## src/rtl/regfile_pkg.sv

```systemverilog
`default_nettype none
// ============================================================================
// regfile_pkg : shared sizes and types for the 8x16 register file
// Rev 1.0
// ============================================================================
package regfile_pkg;

  localparam int DATA_W   = 16;
  localparam int ADDR_W   = 3;
  localparam int NUM_REGS = 8;

  typedef logic [ADDR_W-1:0] reg_addr_t;
  typedef logic [DATA_W-1:0] reg_data_t;

  localparam reg_addr_t ZERO_REG = 3'd0;

endpackage : regfile_pkg
`default_nettype wire

```

## src/rtl/regfile_read_port.sv

```systemverilog
`default_nettype none
// ============================================================================
// regfile_read_port : combinational address->data mux, r0 reads as zero
// Optional write-through bypass compare when REGFILE_BYPASS_EN is defined.
// Rev 1.0
// ============================================================================
module regfile_read_port #(
  parameter int DATA_W   = regfile_pkg::DATA_W,
  parameter int ADDR_W   = regfile_pkg::ADDR_W,
  parameter int NUM_REGS = regfile_pkg::NUM_REGS
) (
  input  logic [NUM_REGS-1:0][DATA_W-1:0] regs,
  input  logic [ADDR_W-1:0]               addr,
`ifdef REGFILE_BYPASS_EN
  input  logic                            byp_valid,
  input  logic [ADDR_W-1:0]               byp_addr,
  input  logic [DATA_W-1:0]               byp_data,
`endif
  output logic [DATA_W-1:0]               data
);

  localparam logic [ADDR_W-1:0] ZERO_ADDR = ADDR_W'(regfile_pkg::ZERO_REG);

  always_comb begin
    data = regs[addr];
    if (addr == ZERO_ADDR) begin
      data = '0;
`ifdef REGFILE_BYPASS_EN
    end else if (byp_valid && (byp_addr == addr)) begin
      data = byp_data;
`endif
    end
  end

endmodule : regfile_read_port
`default_nettype wire

```

## src/rtl/regfile.sv

```systemverilog
`default_nettype none
// ============================================================================
// regfile : 8x16 register file, two async read ports, one sync write port
// Optional feature macro: REGFILE_BYPASS_EN (write-through bypass). Rev 1.0
// ============================================================================
module regfile #(
  parameter int DATA_W   = regfile_pkg::DATA_W,
  parameter int ADDR_W   = regfile_pkg::ADDR_W,
  parameter int NUM_REGS = regfile_pkg::NUM_REGS
) (
  input  logic              clk,
  input  logic              rst_n,
  input  logic              we3,
  input  logic [ADDR_W-1:0] a1,
  input  logic [ADDR_W-1:0] a2,
  input  logic [ADDR_W-1:0] a3,
  input  logic [DATA_W-1:0] wd3,
  output logic [DATA_W-1:0] rd1,
  output logic [DATA_W-1:0] rd2
);

  localparam logic [ADDR_W-1:0] ZERO_ADDR = ADDR_W'(regfile_pkg::ZERO_REG);

  logic [NUM_REGS-1:0][DATA_W-1:0] regs_q;
  logic [NUM_REGS-1:0][DATA_W-1:0] regs_d;
  logic                            wr_valid;

  assign wr_valid = we3 && (a3 != ZERO_ADDR);

  always_comb begin
    regs_d = regs_q;
    if (wr_valid) begin
      regs_d[a3] = wd3;
    end
    regs_d[0] = '0;
  end

  // Reset wins over a write presented in the same cycle.
  always_ff @(posedge clk) begin
    if (!rst_n) begin
      regs_q <= '0;
    end else begin
      regs_q <= regs_d;
    end
  end

`ifdef REGFILE_BYPASS_EN
  logic byp_valid;
  assign byp_valid = rst_n && wr_valid;
`endif

  regfile_read_port #(
    .DATA_W   (DATA_W),
    .ADDR_W   (ADDR_W),
    .NUM_REGS (NUM_REGS)
  ) u_rd1 (
    .regs      (regs_q),
    .addr      (a1),
`ifdef REGFILE_BYPASS_EN
    .byp_valid (byp_valid),
    .byp_addr  (a3),
    .byp_data  (wd3),
`endif
    .data      (rd1)
  );

  regfile_read_port #(
    .DATA_W   (DATA_W),
    .ADDR_W   (ADDR_W),
    .NUM_REGS (NUM_REGS)
  ) u_rd2 (
    .regs      (regs_q),
    .addr      (a2),
`ifdef REGFILE_BYPASS_EN
    .byp_valid (byp_valid),
    .byp_addr  (a3),
    .byp_data  (wd3),
`endif
    .data      (rd2)
  );

endmodule : regfile
`default_nettype wire

```

## config.mk

```make
export PLATFORM = sky130hd
export DESIGN_NAME = regfile
export DESIGN_NICKNAME = d
export VERILOG_FILES = /design/src/rtl/regfile_pkg.sv /design/src/rtl/regfile_read_port.sv /design/src/rtl/regfile.sv
export SDC_FILE = /design/constraint.sdc
export NUM_CORES = 1
export LEC_CHECK = 0
export CAP_MARGIN = 25
export CORE_MARGIN = 3
export CORE_UTILIZATION = 46
export DETAILED_ROUTE_END_ITERATION = 10
export DONT_BUFFER_PORTS = 1
export SLEW_MARGIN = 20
export SYNTH_ARGS = -nofsm -noshare
export SYNTH_HDL_FRONTEND = slang
export SYNTH_SLANG_ARGS = --single-unit
```

## constraint.sdc

```tcl
create_clock -name clk -period 2.55 [get_ports clk]
set_input_delay 0.3825 -clock clk [delete_from_list [all_inputs] [get_ports clk]]
set_output_delay 0.3825 -clock clk [all_outputs]
set_load 0.1 [all_outputs]
```

# Word-level counts from Yosys, hierarchy flattened
# Index checks and enable logic that the tools add are counted.
[totals]
ff_bits = 128
in_bits = 28
wordCells = 26
[classes]
n_reduce_logical = 5
order_cmp = 4
n_mux = 9
[op_table]
columns = ["operator", "count"]
rows = [
  ["$bwmux 128", 1],
  ["$bmux 16 s3", 2],
  ["$mux 16", 5],
  ["$demux 16 s3", 1],
  ["$lt 3x4->1 const B", 3],
  ["$logic_not 3->1", 2],
  ["$ge 3x1->1 const B", 1],
  ["$reduce_bool 3->1", 1],
  ["$logic_and 1x1->1", 2],
]

# Longest topological paths before layout
[depth]
word_depth = 5
ltp_mapped = 6
mapped_depth_nobuf = 3

# Hierarchy
# A second synthesis with hierarchy kept.
[hier_totals]
hier_cells = 619
area_unflattened_um2 = 6810.3
[modules_own_cells]
columns = ["module", "area_each_um2", "cells_per_inst", "instances"]
rows = [
  ["regfile", 4090.2, 387, 1],
  ["regfile_read_port", 1360.1, 116, 2],
]

# Least setup slack after synthesis
# Ideal clock, no wire load.
[synth_path]
path_kind = "input port to output port"
start = "input a2[2]"
end = "output rd2[14]"
cell_stages = 5
path_buffers = 3
slack_ns = -1.133
t_arrival_ns = 3.301
path_cell_list = "buf_2 nor2b_1 clkbuf_2 buf_6 a221oi_1"
[synth_between]
elab_chain_len = 3
word_cells_on_any_way = 4
cone_classes = "3 x mux; 1 x reduce/logical"
[synth_lines]
columns = ["element", "line_no", "text"]
rows = [
  ["from (decl)", "regfile.sv:15", "input logic [ADDR_W-1:0] a2,"],
  ["$bmux 16 s3", "regfile_read_port.sv:25", "data = regs[addr];"],
  ["$mux 16 (not written as such)", "regfile_read_port.sv:25", ""],
  ["$mux 16 (*)", "regfile_read_port.sv:26", "if (addr == ZERO_ADDR) begin"],
  ["to (decl)", "regfile.sv:19", "output logic [DATA_W-1:0] rd2"],
]
# Every way passes the cells marked *; elsewhere a longest branch is shown, timed or not. The select of a mux whose other input is x is not followed.

# Worst setup path in the final report
[layout_path]
start = "register regs_q[35] (netlist name)"
end = "output rd2[3]"
[layout_between]
elab_chain_len = 3
[layout_lines]
columns = ["element", "line_no", "text"]
rows = [
  ["from (decl)", "regfile.sv:24", "logic [NUM_REGS-1:0][DATA_W-1:0] regs_q;"],
  ["from (signal assigned)", "regfile.sv:43", "regs_q <= regs_d;"],
  ["$bmux 16 s3", "regfile_read_port.sv:25", ""],
  ["$mux 16 (not written as such)", "regfile_read_port.sv:25", ""],
  ["$mux 16", "regfile_read_port.sv:26", ""],
]
# No other way between the ends. The select of a mux whose other input is x is not followed.

==> impl_metrics.tcl <==
set metrics [dict create \
    fmax_ghz 0.471 \
    seq_area_frac_synth_pct 32.8 \
    ys_ff_latch 112 \
    syn-mean-instance-area_sq_um 9.78 \
    initial_core_util_pct 48.2 \
    fin_crit_sh_pct 83.2 \
    drv_cap 0 \
    post_dp_cell_area_sq_mm 0.00731 \
    slew_viol_final 0 \
    vias 5217 \
    p_leak_nw 2.68 \
    gr-total-overflow 0 \
    required_ns 2.17 \
    portBuffers 0 \
    cts_max_path_buffers 2 \
    synth_top_family_by_area "compound AO/OA/AOI/OAI gates" \
    cts_setup_buffers 0 \
    first_pass_iters 4 \
    worstSetupPathType "reg -> out" \
    mostFrequentLayoutCell "nand2_1" \
    synth_mux_area_share_pct 15.7 \
    worst_path_max_delay_cell "a221oi_1" \
    holdBufCountCts 0 \
    drtAntennaViolNets 0 \
    gp_congestion 0.840 \
    root_buffer "clkbuf_16" \
    layout_min_cycle_time_ns 2.12 \
    cts.sinks 112 \
    critical_path.cell_chain "mux2_2 > a221oi_1 > a221oi_4 > buf_4" \
    cp_max_fo 3 \
    netlist_area_sq_mm 0.00684 \
    min_from "wd3[2]" \
    diodes 0 \
    tightest_slew_ns 0.951 \
    nNetsFinal 714 \
    most-common-layout-cells "221 x nand2_1, 112 x dfxtp_1, 64 x mux2i_1" \
    dp.final_hpwl_um 13400 \
    synth_xor_area_share_pct 0 \
    synthDistinctLibCells 28 \
    cts_resized 0 \
    grt_pass1_vias 5283 \
    stdcell_area_sq_mm 0.00761 \
    r2r-start "regs_q[91]$_SDFFE_PN0P_" \
    end_kind "primary output" \
    grt_pass1_wl_um 31400 \
    arrival_ns 1.74 \
    clock_insertion_delay_worst_skew_ns 0.35 \
    setup_tns_ns 0 \
    antenna_found_initial 0 \
    ys_warn_count 0 \
    cts_buffers 9 \
    hold_viol_final 0 \
    yosys.area_share.simple_pct 15.5 \
    die_area_sq_mm 0.0164 \
    skew_ns 0 \
    worstHoldPathType "in -> reg" \
    power_density_mw_per_mm2 538 \
    startpoint "regs_q[35]$_SDFFE_PN0P_" \
    avgViaCountPerCell 6.00 \
    r2r_slack_ns 1.85 \
    gr-usage-all-layers_pct 25.2 \
    avgRoutedWirePerCell_um 23.1 \
    status "complete, no violations" \
    synth_compound_area_share_pct 27.6 \
    ir_drop_mv 0.323 \
    cp_top_family "compound AO/OA/AOI/OAI gates" \
    die_h_um 128 \
    final_util_pct 53.6 \
    route.detailed.drc 0 \
    syn_to_final_growth_pct 11.2 \
    top_register "regs_q" \
    cts_tree "yes" \
    filler_cell_count 1244 \
    dieWidth_um 128 \
    largest_reg_flops 112 \
    synth_nets 728 \
    largestRegisters "regs_q: 112 flops" \
    grt_max_degree 113 \
    cp_slowest_stage_delay_ns 0.44 \
    setup_viol 0 \
    cts.clk_slew.worst_paths_ns 0.07 \
    relSlewSlack_pct 36.6 \
    synthCells 700 \
    synthAdderAreaFrac_pct 0 \
    cp-start-kind "flip-flop" \
    ios 60 \
    drive_gt1_share_pct 31.3 \
    first_iter_violations 370 \
    rsz0062_at_grt "no" \
    crit_buf_inv 1 \
    coreArea_sq_mm 0.0142 \
    cts_max_level 3 \
    fp-row-count 43 \
    totalWireLength_um 20100 \
]
-- Yosys cell counts, drive strengths merged --
master   number  area (sq um)
nor2b         4          40.0
and4b         3          30.0
nand2       224           848
mux2i        64           641
dfxtp       112          2240
a21boi      112          1070
mux2         32           435
nand4bb       3          33.8
and4          1          8.76
clkbuf       16          65.1
and2          2          12.5
and4bb        3          37.5
nand4b        3          45.0
nand4         1          6.26
a221oi       64           823
buf          56           509
-- cells by family after synthesis --
logic type | after synthesis
AOI/OAI and AO/OA | 176
buffers and inverters | 72
DFF | 112
muxes | 96
and+or+nand+nor | 244
-- power breakdown --
part | switching [W] | internal (W)
sequential | 0.0000331 | 0.00179
clock | 0.000642 | 0.000858
combinational | 0.000514 | 0.000265
-- worst register-to-register path: cells and delay by family, from the launching register on --
| family | cells | cell delay (ns) |
|---|---|---|
| AND/OR/NAND/NOR | 1 | 0.09 |
| AO/OA/AOI/OAI | 1 | 0.16 |
| flip-flops | 1 | 0.39 |
-- metal layers --
metal | vias to the layer above | track usage (%) | part of all wire [%] | routed length, um
met1 | 2596 | 34.7 | 47 | 9380
met5 | - | 0 | 0 | 0
met2 | 140 | 39.9 | 47 | 9380
li1 | 2457 | - | - | -
met3 | 24 | 4.92 | 5.0 | 1010
met4 | 0 | 7.55 | 1.6 | 323
-- final timing paths --
path | to | cells past startpoint
hold / removal | regs_q[34]$_SDFFE_PN0P_ | 2
setup reg to reg | regs_q[91]$_SDFFE_PN0P_ | 2
setup / recovery | rd2[3] | 4
hold reg to reg | regs_q[84]$_SDFFE_PN0P_ | 2
-- cell type report --
type / count / area, sq um / area share (%)
multi-input cells: 516 / 4470 / 58.8
flip-flops and latches: 112 / 2240 / 29.5
repair buffers: 47 / 365 / 4.80
clock buffers: 12 / 236 / 3.11
well taps: 180 / 225 / 2.96
clock inverters: 3 / 67.6 / 0.888
-- stage by stage --
| stage | cells | total power [W] | setup slack, ns | hold WS, ns |
|---|---|---|---|---|
| global placement | 855 | 0.00263 | 0.547 | 0.463 |
| detailed placement | 855 | 0.00264 | 0.536 | 0.472 |
| finish | 870 | 0.00410 | 0.427 | 0.145 |
| CTS | 870 | 0.00411 | 0.414 | 0.139 |
| global route | 870 | 0.00422 | 0.321 | 0.134 |
| floorplan | 700 | 0.00255 | -0.275 | 0.447 |
No activity file was read; power rests on OpenSTA's default activity.
==> RTL edit (same flow settings) <==
Make the reset (`rst_n`) asynchronous in one clocked block.
--- a/src/rtl/regfile.sv
+++ b/src/rtl/regfile.sv
@@ -36,7 +36,7 @@
   end
 
   // Reset wins over a write presented in the same cycle.
-  always_ff @(posedge clk) begin
+  always_ff @(posedge clk or negedge rst_n) begin
     if (!rst_n) begin
       regs_q <= '0;
     end else begin
Behaviour: differs if rst_n is asserted again (counterexample within 4 cycles, from zero or initial values and one cycle with rst_n low); with rst_n held inactive, the same outputs for 4 cycles.
==> RTL edit against the original RTL <==
- the flow now finishes with violations (hold timing)
- worst setup slack got worse by 250 ps
- wire length fell by 21%
- highest routed layer unchanged
- sequential cell count did not move
- design area fell by 1.3%
- area after synthesis fell by 8.4%
- via count fell by 22%
- count of clock-buffer cells in the layout fell by 2
- register-to-register slack got worse by 110 ps
Power is not compared: it rests on default switching activity, and its combinational part moved more than twofold at a synthesized area within 25%.
==> RTL edit: results (changes against the original RTL) <==
| Metric | Value |
|---|---|
| Status | `finished, violations left (was finished, final reports clean)` |
| Failing checks | `hold timing` |
| Worst-path maximum fanout | `51 (was 3)` |
| Async SR Flop Fraction | `100% (was 0%)` |
| Fillers | `1080 (was 1244)` |
| Hold WC Path Type | `input pin to asynchronous set/reset pin (was input pin to flop)` |
| Register area share after synthesis | `44.7% (was 32.8%)` |
| Leak | `0.00307 uW` |
| Yosys warns | `0 (unchanged)` |
| First-pass GRT wire length | `25600 um (was 31400 um)` |
| Proportion of layout cells with a drive suffix above 1 | `49.4% (was 31.3%)` |
| Post-layout nets | `497 (was 714)` |
| Post-synth top flop | `dfrtp_1 (was dfxtp_1)` |
| Via count | `4046 (was 5217)` |
| Clk buf depth | `2 (unchanged)` |
| GRT Overall Usage | `22.5% (was 25.2%)` |
| Headroom to the max-slew limit | `29.0% (was 36.6%)` |
| Critical-path top delay cell | `and2b_1 (was a221oi_1)` |
| Commonest cells post-synth | `mux2_2, dfrtp_1, mux2i_1 (was nand2_1, dfxtp_1, mux2i_1)` |
| R2R depth | `1 (was 2)` |
| Post-DP Area | `7230 sq um (was 7310 sq um)` |
| Routability congestion estimate | `0.777 (was 0.840)` |
| Wire length per cell | `24.5 um (was 23.1 um)` |
| Vias in the first global route | `4284 (was 5283)` |
| Post-DP HPWL | `9450 um (was 13400 um)` |
| Min Hold Slack | `-288 ps (was 145 ps)` |
| Critical Path Max Stage Delay | `720 ps (was 440 ps)` |
| Worst skew pair latency | `350 ps (about the same)` |
| Synthesized net count | `491 (was 728)` |
| Final Hold Fails | `112 (was 0)` |
| Netlist cell types | `29 (was 28)` |
| Synth area leaders | `dfrtp_1, mux2_2, mux2i_1 (was dfxtp_1, nand2_1, a21boi_2)` |
| DR iter-0 viols | `197 (was 370)` |
| Reg-to-reg slack, setup | `1740 ps (was 1850 ps)` |
==> RTL edit: changes by cell type after synthesis, sizes merged, moves of 3 or more <==
| cell | unedited run | this run |
|---|---|---|
| a211oi | 0 | 17 |
| a21boi | 112 | 0 |
| a221oi | 64 | 45 |
| a311oi | 0 | 16 |
| and4b | 3 | 0 |
| buf | 56 | 36 |
| clkbuf | 16 | 10 |
| dfrtp | 0 | 112 |
| dfxtp | 112 | 0 |
| mux2 | 32 | 144 |
| mux2i | 64 | 48 |
| nand2 | 224 | 2 |
| nand4bb | 3 | 0 |
| nor2b | 4 | 18 |
==> RTL edit: critical path: cells and delay by family <==
family | cells | cell delay [ps]
AND/OR/NAND/NOR | 1 | 720
AO/OA/AOI/OAI | 2 | 520
buffers and inverters | 1 | 330
==> RTL edit: through the flow <==
stage	setup slack, ps	hold WS (ps)	instances	power (uW)
finish	175	-288	650	6030
global placement	224	92.6	634	4640
detailed placement	176	93.4	634	4690
global route	120	-307	650	6310
CTS	179	-297	650	6080
floorplan	-327	86.9	463	4120
==> RTL edit: layer usage <==
metal | share of wire (%) | GRT usage [%] | up-vias
li1 | - | - | 1823
met1 | 47 | 31.1 | 2135
met2 | 48 | 36.1 | 70
met3 | 3.8 | 5.53 | 18
met4 | 1.3 | 4.90 | 0
met5 | 0 | 0 | -
==> RTL edit: layout make-up <==
type,count,area (sq um),share of cell area (%)
clock inverters,6,43.8,0.583
well taps,176,220,2.93
repair buffers,41,508,6.76
flip-flops and latches,112,2800,37.3
inverters,1,3.75,0.0500
clock buffers,10,239,3.18
multi-input cells,304,3700,49.2
==> RTL edit: path summary, 6_finish.rpt <==
path / startpoint / to
setup / recovery: a1[1] / rd1[9]
hold / removal: rst_n / regs_q[88]
setup reg to reg: regs_q[16] / regs_q[16]
hold reg to reg: regs_q[77] / regs_q[77]
max in group asynchronous: rst_n / regs_q[112]
min in group clk: wd3[13] / regs_q[77]
==> RTL edit: logic make-up (layout without fill, tap and decap cells) <==
logic type             after synthesis  in the layout  synth area share (%)
buffers and inverters               47             58                  5.17
multiplexers                       192            192                  34.7
flip-flops                         112            112                  44.7
AO/OA/AOI/OAI                       81             81                  11.0
AND/OR/NAND/NOR                     31             31                  4.41
==> RTL edit: where the power goes <==
part	internal [uW]	total (uW)	switching [uW]
sequential	2170	2460	293
clock	694	1380	683
combinational	978	2190	1210
